`src/rtl/mul_seq_ctrl.sv`:
```
`default_nettype none
// ============================================================================
//  Module      : mul_seq_ctrl
//  Description : Multi-cycle radix-2 shift-add multiply sequencer. Accepts an
//                operand pair on start and processes one multiplier bit per
//                cycle on operand magnitudes. It then applies a sign fix-up
//                and delivers a registered 2*WIDTH product as hi/lo. busy
//                stalls the pipeline while an operation is in flight, and
//                cancel aborts it.
//  Revision    : 1.0 - initial release
// ============================================================================
module mul_seq_ctrl #(
   parameter int WIDTH = 32
) (
   input  logic             clk,
   input  logic             rst_n,
   input  logic             start,
   input  logic             is_signed,
   input  logic [WIDTH-1:0] op_a,
   input  logic [WIDTH-1:0] op_b,
   input  logic             cancel,
   output logic             busy,
   output logic             done,
   output logic [WIDTH-1:0] hi,
   output logic [WIDTH-1:0] lo
);

   localparam int CW = (WIDTH > 1) ? $clog2(WIDTH) : 1;
   localparam logic [WIDTH-1:0]   c_OP_ONE  = {{(WIDTH-1){1'b0}}, 1'b1};
   localparam logic [2*WIDTH-1:0] c_ACC_ONE = {{(2*WIDTH-1){1'b0}}, 1'b1};
   localparam logic [CW-1:0]      c_CNT_ONE = {{(CW-1){1'b0}}, 1'b1};
   localparam logic [CW-1:0]      c_CNT_LAST = CW'(WIDTH-1);

   typedef enum logic [1:0] {
      S_IDLE = 2'd0,
      S_CALC = 2'd1,
      S_FIX  = 2'd2
   } state_t;

   state_t               r_state;
   state_t               w_state_nx;
   logic                 w_accept;
   logic                 w_commit;
   logic [WIDTH-1:0]     r_mcand;
   logic [WIDTH-1:0]     r_mplier;
   logic [2*WIDTH-1:0]   r_acc;
   logic [CW-1:0]        r_count;
   logic                 r_neg;
   logic                 r_busy;
   logic                 r_done;
   logic [WIDTH-1:0]     r_hi;
   logic [WIDTH-1:0]     r_lo;
   logic [WIDTH-1:0]     w_mag_a;
   logic [WIDTH-1:0]     w_mag_b;
   logic [2*WIDTH-1:0]   w_addend;
   logic [2*WIDTH-1:0]   w_result;

   // Operand magnitudes; the most negative value maps to 2^(WIDTH-1) unsigned.
   assign w_mag_a  = (is_signed && op_a[WIDTH-1]) ? (~op_a + c_OP_ONE) : op_a;
   assign w_mag_b  = (is_signed && op_b[WIDTH-1]) ? (~op_b + c_OP_ONE) : op_b;
   assign w_addend = {{WIDTH{1'b0}}, r_mcand} << r_count;
   assign w_result = r_neg ? (~r_acc + c_ACC_ONE) : r_acc;

   // State register.
   always_ff @(posedge clk or negedge rst_n) begin
      if (!rst_n) begin
         r_state <= S_IDLE;
      end else begin
         r_state <= w_state_nx;
      end
   end

   // Next-state decode; cancel always wins and forces a return to IDLE.
   always_comb begin
      w_state_nx = r_state;
      w_accept   = 1'b0;
      w_commit   = 1'b0;
      case (r_state)
         S_IDLE: begin
            if (start && !cancel) begin
               w_accept   = 1'b1;
               w_state_nx = S_CALC;
            end
         end
         S_CALC: begin
            if (cancel) begin
               w_state_nx = S_IDLE;
            end else if (r_count == c_CNT_LAST) begin
               w_state_nx = S_FIX;
            end
         end
         S_FIX: begin
            w_state_nx = S_IDLE;
            w_commit   = !cancel;
         end
         default: begin
            w_state_nx = S_IDLE;
         end
      endcase
   end

   // Datapath: operand capture, shift-add iteration, result and status flags.
   always_ff @(posedge clk or negedge rst_n) begin
      if (!rst_n) begin
         r_mcand  <= '0;
         r_mplier <= '0;
         r_acc    <= '0;
         r_count  <= '0;
         r_neg    <= 1'b0;
         r_busy   <= 1'b0;
         r_done   <= 1'b0;
         r_hi     <= '0;
         r_lo     <= '0;
      end else begin
         r_busy <= (w_state_nx != S_IDLE);
         r_done <= w_commit;
         if (w_accept) begin
            r_mcand  <= w_mag_a;
            r_mplier <= w_mag_b;
            r_neg    <= is_signed & (op_a[WIDTH-1] ^ op_b[WIDTH-1]);
            r_acc    <= '0;
            r_count  <= '0;
         end else if (r_state == S_CALC && !cancel) begin
            if (r_mplier[0]) begin
               r_acc <= r_acc + w_addend;
            end
            r_mplier <= r_mplier >> 1;
            r_count  <= r_count + c_CNT_ONE;
         end
         if (w_commit) begin
            r_hi <= w_result[2*WIDTH-1:WIDTH];
            r_lo <= w_result[WIDTH-1:0];
         end
      end
   end

   assign busy = r_busy;
   assign done = r_done;
   assign hi   = r_hi;
   assign lo   = r_lo;

endmodule
`default_nettype wire

```
`config.mk`:
```
export PLATFORM = sky130hd
export DESIGN_NAME = mul_seq_ctrl
export DESIGN_NICKNAME = d
export VERILOG_FILES = /design/src/rtl/mul_seq_ctrl.sv
export SDC_FILE = /design/constraint.sdc
export NUM_CORES = 1
export LEC_CHECK = 0
export BUFFER_PORTS_ARGS = -buffer_cell sky130_fd_sc_hd__buf_2
export CAP_MARGIN = 10
export CORE_MARGIN = 2
export CORE_UTILIZATION = 37
export DETAILED_ROUTE_END_ITERATION = 10
export HOLD_SLACK_MARGIN = 0.15
export PLACE_DENSITY_LB_ADDON = 0.3
export SYNTH_ARGS = -nofsm -noshare
export SYNTH_HDL_FRONTEND = slang
export SYNTH_SLANG_ARGS = --single-unit
```
`constraint.sdc`:
```
create_clock -name clk -period 12.3 [get_ports clk]
set_input_delay 0.615 -clock clk [delete_from_list [all_inputs] [get_ports clk]]
set_output_delay 0.615 -clock clk [all_outputs]
set_load 0.05 [all_outputs]
```
; Yosys cells after proc, flatten, opt, wreduce, memory -nomap -nowiden
; Index checks and enable logic that the tools add are counted.
[word_totals]
regBits = 202
inputBits = 69
output_inout_bits = 66
wordCells = 51
[classes]
add_sub_neg = 5
eq_ne = 3
shifts = 1
n_mux = 17
n_bitwise = 5
reduce_logical = 10
[ops]
columns = operator, n
row1 = 2-to-1 mux 64 bit, 4
row2 = 2-to-1 mux 32 bit, 4
row3 = "adder 32 x 1 -> 32 bit, second input constant", 2
row4 = "adder 64 x 1 -> 64 bit, second input constant", 1
row5 = adder 64 bit, 1
row6 = inverter 32 bit, 2
row7 = inverter 64 bit, 1
row8 = left shift 32 x 5 -> 64 bit, 1
row9 = 2-to-1 mux 5 bit, 2
row10 = 2-to-1 mux 2 bit, 3
row11 = nonzero test 2 bit, 3
row12 = "adder 5 x 1 -> 5 bit, second input constant", 1
row13 = "equality test 5 bit, second input constant", 1
row14 = logical AND 1 bit, 4
row15 = case mux 2 bit (2 select lines), 1
row16 = 2-to-1 mux 1 bit, 3
row17 = "equality test 2 x 1 -> 1 bit, second input constant", 1
row18 = "equality test 2 bit, second input constant", 1
row19 = zero test 2 bit, 1
row20 = AND reduction 2 bit, 1
row21 = bitwise AND 1 bit, 1
row22 = zero test 1 bit, 1
row23 = XOR 1 bit, 1

; Logic depth before layout (Yosys ltp)
[logic_depth]
ltp_word = 6
depth_mapped = 22
ltp_nobuf = 18

; Least setup slack after synthesis
; Ideal clock, no wire load.
[synth_path]
path_type = reg-to-reg
start = register r_count[0]
end = register r_acc[62]
setup_ps = 146
arrival_ps = 4402
required_time_ps = 12154
path_slack_ps = 7752
stages_incl_launch_ff = 23
n_path_buf = 4
period_less_slack_ps = 4548
cell_sequence = dfrtp_1 clkbuf_1 buf_1 clkbuf_1 mux2i_1 nand2_1 o21ai_0 nor2_1 nor2_1 nand2_1 nand2_1 mux2i_1 ha_1 clkbuf_1 nand4_1 nor4_1 nand2_1 a211oi_1 nor3_1 a21oi_1 a31oi_1 mux2i_1 o311ai_0
[synth_between]
elab_chain_cells = 5
[synth_rtl]
columns = item, line_no
row1 = from (decl), 47  ; logic [CW-1:0] r_count;
row2 = from (signal assigned), 128  ; r_count <= r_count + c_CNT_ONE;
row3 = left shift 32 x 5 -> 64 bit, 61  ; assign w_addend = {{WIDTH{1'b0}}, r_mcand} << r_count;
row4 = adder 64 bit, 125  ; r_acc <= r_acc + w_addend;
row5 = 2-to-1 mux 64 bit, 124  ; if (r_mplier[0]) begin
row6 = 2-to-1 mux 64 bit, 123  ; end else if (r_state == S_CALC && !cancel) begin
row7 = 2-to-1 mux 64 bit, 117  ; if (w_accept) begin
row8 = to (signal assigned), 125
row9 = to (decl), 46  ; logic [2*WIDTH-1:0] r_acc;
; No other way between the ends. The select of a mux whose other input is x is not followed.
; A chain may end at the register's enable or synchronous reset.

; Worst setup path after layout
; Ends and elaborated chain as after synthesis.

==> impl_metrics.py <==
metrics = {
    "outcome": {
        "status": "finished clean",
    },
    "logic_synthesis": {
        "seq_area_frac_synth_pct": 31.61,
        "synth_top_family_by_area": "simple AND/OR/NAND/NOR gates",
        "yosys.area.top_type": "dfrtp_1",
        "synth-compound-area-share_pct": 21.24,
        "ys_warnings": 0,
        "netlist_top_cells_area": "dfrtp_1, nand2_1, o21ai_0, xor2_1, ha_1",
        "syn_area_um2": 15990,
        "synth-simple-area-share_pct": 21.50,
        "multiplexer_fraction_of_the_synthesized_cell_area_pct": 6.900,
        "yosys_most_used_dff": "dfrtp_1",
        "synth.top_cell.area_share_pct": 31.61,
        "synth_xor_xnor_area_share_pct": 9.693,
        "async_flop_share_pct": 100.0,
        "syn-instance-count": 2019,
        "synthAdderAreaFrac_pct": 5.445,
        "syn_avg_cell_area_um2": 7.921,
        "postSynthRegisterBits": 202,
        "syn_nets": 2157,
        "post_synth_num_cell_types": 67,
        "synth-edff-count": 0,
    },
    "cts": {
        "post_cts_setup_buffers": 0,
        "cts_resized": 0,
        "cts_inserted_buffers": 25,
        "ctsRootBufferMaster": "clkbuf_16",
        "clkSinkCount": 202,
        "cts_tree": "done",
        "holdBufCountCts": 1,
        "clk_pin_slew_worst_paths_ns": 0.06,
        "bufs_on_longest_clock_path": 3,
        "htreeDepth": 1,
        "clk_latency_ns": 0.55,
    },
    "grt": {
        "globalRoute.totalOverflow": 0,
        "grt_pass1_wl_mm": 79.51,
        "total_track_usage_pct": 22.39,
        "number_of_antenna_violations_at_the_first_check_in_global_routing": 0,
        "first_global_vias": 13970,
        "grt_max_degree": 105,
    },
    "setup_path": {
        "worstPathBufferInverterCount": 0,
        "cpPeakStageDelay_ns": 1.04,
        "cpMaxStageDelayCell": "dfrtp_2",
        "cp_top_family": "compound AO/OA/AOI/OAI gates",
        "critical_path_peak_fanout": 44,
        "crit_required_ns": 12.68,
        "crit_path_cell_trace": "mux4_2 > nand2_1 > o21ai_0 > o21ai_0 > mux2i_1 > ha_1 > nand4_1 > nor4_1 > nand2_1 > a211oi_1 > nor3_1 > a21oi_1 > a31oi_1 > mux2i_1 > o311ai_0",
        "class_of_the_most_critical_setup_path": "register to register",
        "worst_ep_arrival_time_ns": 6.15,
        "critPathCaptureType": "register",
        "crit_path_start_kind": "register",
    },
    "place": {
        "dpl.hpwl_mm": 38.74,
        "dp_slack_ns": 6.613,
        "place.port_buffers": 134,
        "place.gp.congestion": 0.9714,
    },
    "die": {
        "placeableCoreArea_um2": 42890,
        "fp.dieH_um": 211.9,
        "floorplan.initialDensity_pct": 37.29,
        "placementRows": 76,
        "floorplan.die.width_um": 211.9,
        "die_area_um2": 44900,
        "num_io_pins": 135,
    },
    "sta": {
        "timing.fmax_mhz": 173.4,
        "final_hold_viol_count": 0,
        "setup-violations-final": 0,
        "final_period_minus_worst_setup_slack_ns": 5.766,
        "post_route_skew_ns": 0.01407,
        "timing.final.max_slew_violations": 0,
        "worst_slack_ns": 6.534,
        "hold_slack_ns": 0.3583,
        "slew_headroom_pct": 18.59,
        "rsz_0062_raised_after_global_routing": "false",
        "worst_margin_pin_slew_ns": 1.220,
        "post-route-period-util_pct": 46.87,
        "final.setup.tns_ns": 0,
    },
    "power_and_ir_drop": {
        "total_switching_power_mw": 1.477,
        "internal_portion_of_total_power_mw": 1.876,
        "power.ir.vdd_worst_mv": 0.1087,
        "p_leak_nw": 7.861,
        "power.switching_fraction_pct": 44.05,
        "power-per-cell-area_nw_per_um2": 186.7,
        "comb_power_share_pct": 48.1,
        "power_frac_clock_pct": 23.3,
        "pwr-share-seq_pct": 28.6,
    },
    "layout": {
        "final_net_count": 2212,
        "area_growth_pct": 12.25,
        "ff_latch_area_um2": 5059,
        "footprint_of_the_multi_input_gates_um2": 10380,
        "fin_util_pct": 41.86,
        "num-fill-cells": 4356,
        "final_layout_size_suffix_gt1_share_pct": 12.43,
        "antennaDiodeCount": 0,
    },
    "min_path": {
        "worst_hold_path_type": "input pin to register",
    },
    "detailed_routing": {
        "drc_errors": 0,
        "drt_iter0_drc": 1168,
        "drt_wl_total_mm": 50.33,
        "dr_total_vias": 14940,
        "drt-wirelength-per-cell_um": 18.80,
        "ant_nets": 0,
        "dr.pass1.iters": 5,
        "via_per_inst": 5.582,
    },
    "flow_run": {
        "drv.max_cap_violation_count": 0,
    },
}
## power by group through the flow
stage | Combinational [mW] | Sequential (mW) | Clock [mW]
final | 1.61 | 0.960 | 0.780
after global routing | 1.79 | 0.981 | 0.829
after CTS | 1.60 | 0.955 | 0.802
after detailed placement | 1.59 | 0.967 | 0
after global placement | 1.58 | 0.965 | 0
after floorplan | 1.22 | 0.867 | 0
## flip-flops by register name, summed over array words and instances (netlist names)
| signal | cells |
|---|---|
| r_neg | 1 |
| r_state | 2 |
| hi | 32 |
| busy | 1 |
| r_acc | 64 |
| done | 1 |
| lo | 32 |
| r_count | 5 |
| r_mcand | 32 |
| r_mplier | 32 |
## path summary, 6_finish.rpt
check	depth (start not counted)	start	slack, ns	to
min reg2reg	2	hi[5]$_DFFE_PN0P_	0.47	hi[5]$_DFFE_PN0P_
max in group asynchronous	3	rst_n	10.21	r_neg$_DFFE_PN0P_
max	15	r_count[0]$_DFFE_PN0P_	6.53	r_acc[62]$_DFFE_PN0P_
min in group asynchronous	2	rst_n	0.66	done$_DFF_PN0_
max reg2reg	15	r_count[0]$_DFFE_PN0P_	6.53	r_acc[62]$_DFFE_PN0P_
min	3	op_a[1]	0.36	r_mcand[1]$_DFFE_PN0P_
## worst register-to-register path: stages (launching register included)
cell and delay [ns]:
dfrtp_2 1.04, mux4_2 0.64, nand2_1 0.08, o21ai_0 0.17
o21ai_0 0.50, mux2i_1 0.19, ha_1 0.48, nand4_1 0.38
nor4_1 0.46, nand2_1 0.18, a211oi_1 0.41, nor3_1 0.22
a21oi_1 0.35, a31oi_1 0.16, mux2i_1 0.17, o311ai_0 0.17
## kinds of logic (layout without fill, tap and decap cells)
logic type	count (synthesis)	count (layout)
DFF	202	202
muxes	84	84
adders and majority gates	69	69
buffers and inverters	152	225
AOI/OAI and AO/OA	576	576
and+or+nand+nor	759	759
xor gates and xnor gates	177	177
## synthesized netlist by cell type (all sizes together), types with 2 or more instances
library cell,n
nand2,338
o21ai,257
dfrtp,202
nor2,163
xor2,117
a21oi,114
clkbuf,107
ha,68
nand3,67
xnor2,60
mux2i,45
a31oi,43
o31ai,36
nor3,34
inv,30
a21o,28
nand4,28
mux2,20
mux4,19
or4,18
o22ai,16
or3,16
buf,15
nor4,15
o41ai,15
and3,14
nand2b,14
and2,12
nor2b,12
o21bai,12
or2,12
a211oi,11
o211ai,10
o21a,8
nand3b,5
a22oi,4
and4,4
a221oi,3
a31o,3
or3b,3
a21boi,2
nor3b,2
o311ai,2
## final cells by class
type | instances | share of cell area [%]
clock buffer | 35 | 4.084
inverter | 30 | 0.6273
multi-input combinational | 1665 | 57.81
sequential | 202 | 28.18
clock inverter | 10 | 0.7527
tap | 585 | 4.077
timing repair buffer | 150 | 4.468
## cell usage in the layout, fill, tap and decap left out, drive strengths merged, types with 34 or more instances in the layout
master	n
nand2	338
o21ai	257
dfrtp	202
nor2	163
buf	148
xor2	117
a21oi	114
ha	68
nand3	67
xnor2	60
mux2i	45
a31oi	43
o31ai	36
clkbuf	36
nor3	34
## metrics by stage
| step | power (mW) | cell area (um^2) | cells |
|---|---|---|---|
| 2_1_floorplan | 2.084 | 15990 | 2019 |
| 3_3_place_gp | 2.546 | 17070 | 2631 |
| 3_5_place_dp | 2.554 | 17070 | 2631 |
| 4_1_cts | 3.353 | 17950 | 2677 |
| 5_1_grt | 3.596 | 17950 | 2677 |
| 6_report | 3.352 | 17950 | 2677 |
## per-layer routing
metal | global-route usage (%) | up-vias | share of wire, %
li1 | - | 7361 | -
met1 | 33.16 | 7096 | 49
met2 | 34.78 | 418 | 43
met3 | 2.344 | 69 | 5.0
met4 | 5.488 | 0 | 2.2
met5 | 0 | - | 0
Note: power is estimated with default switching activity, not from simulation.
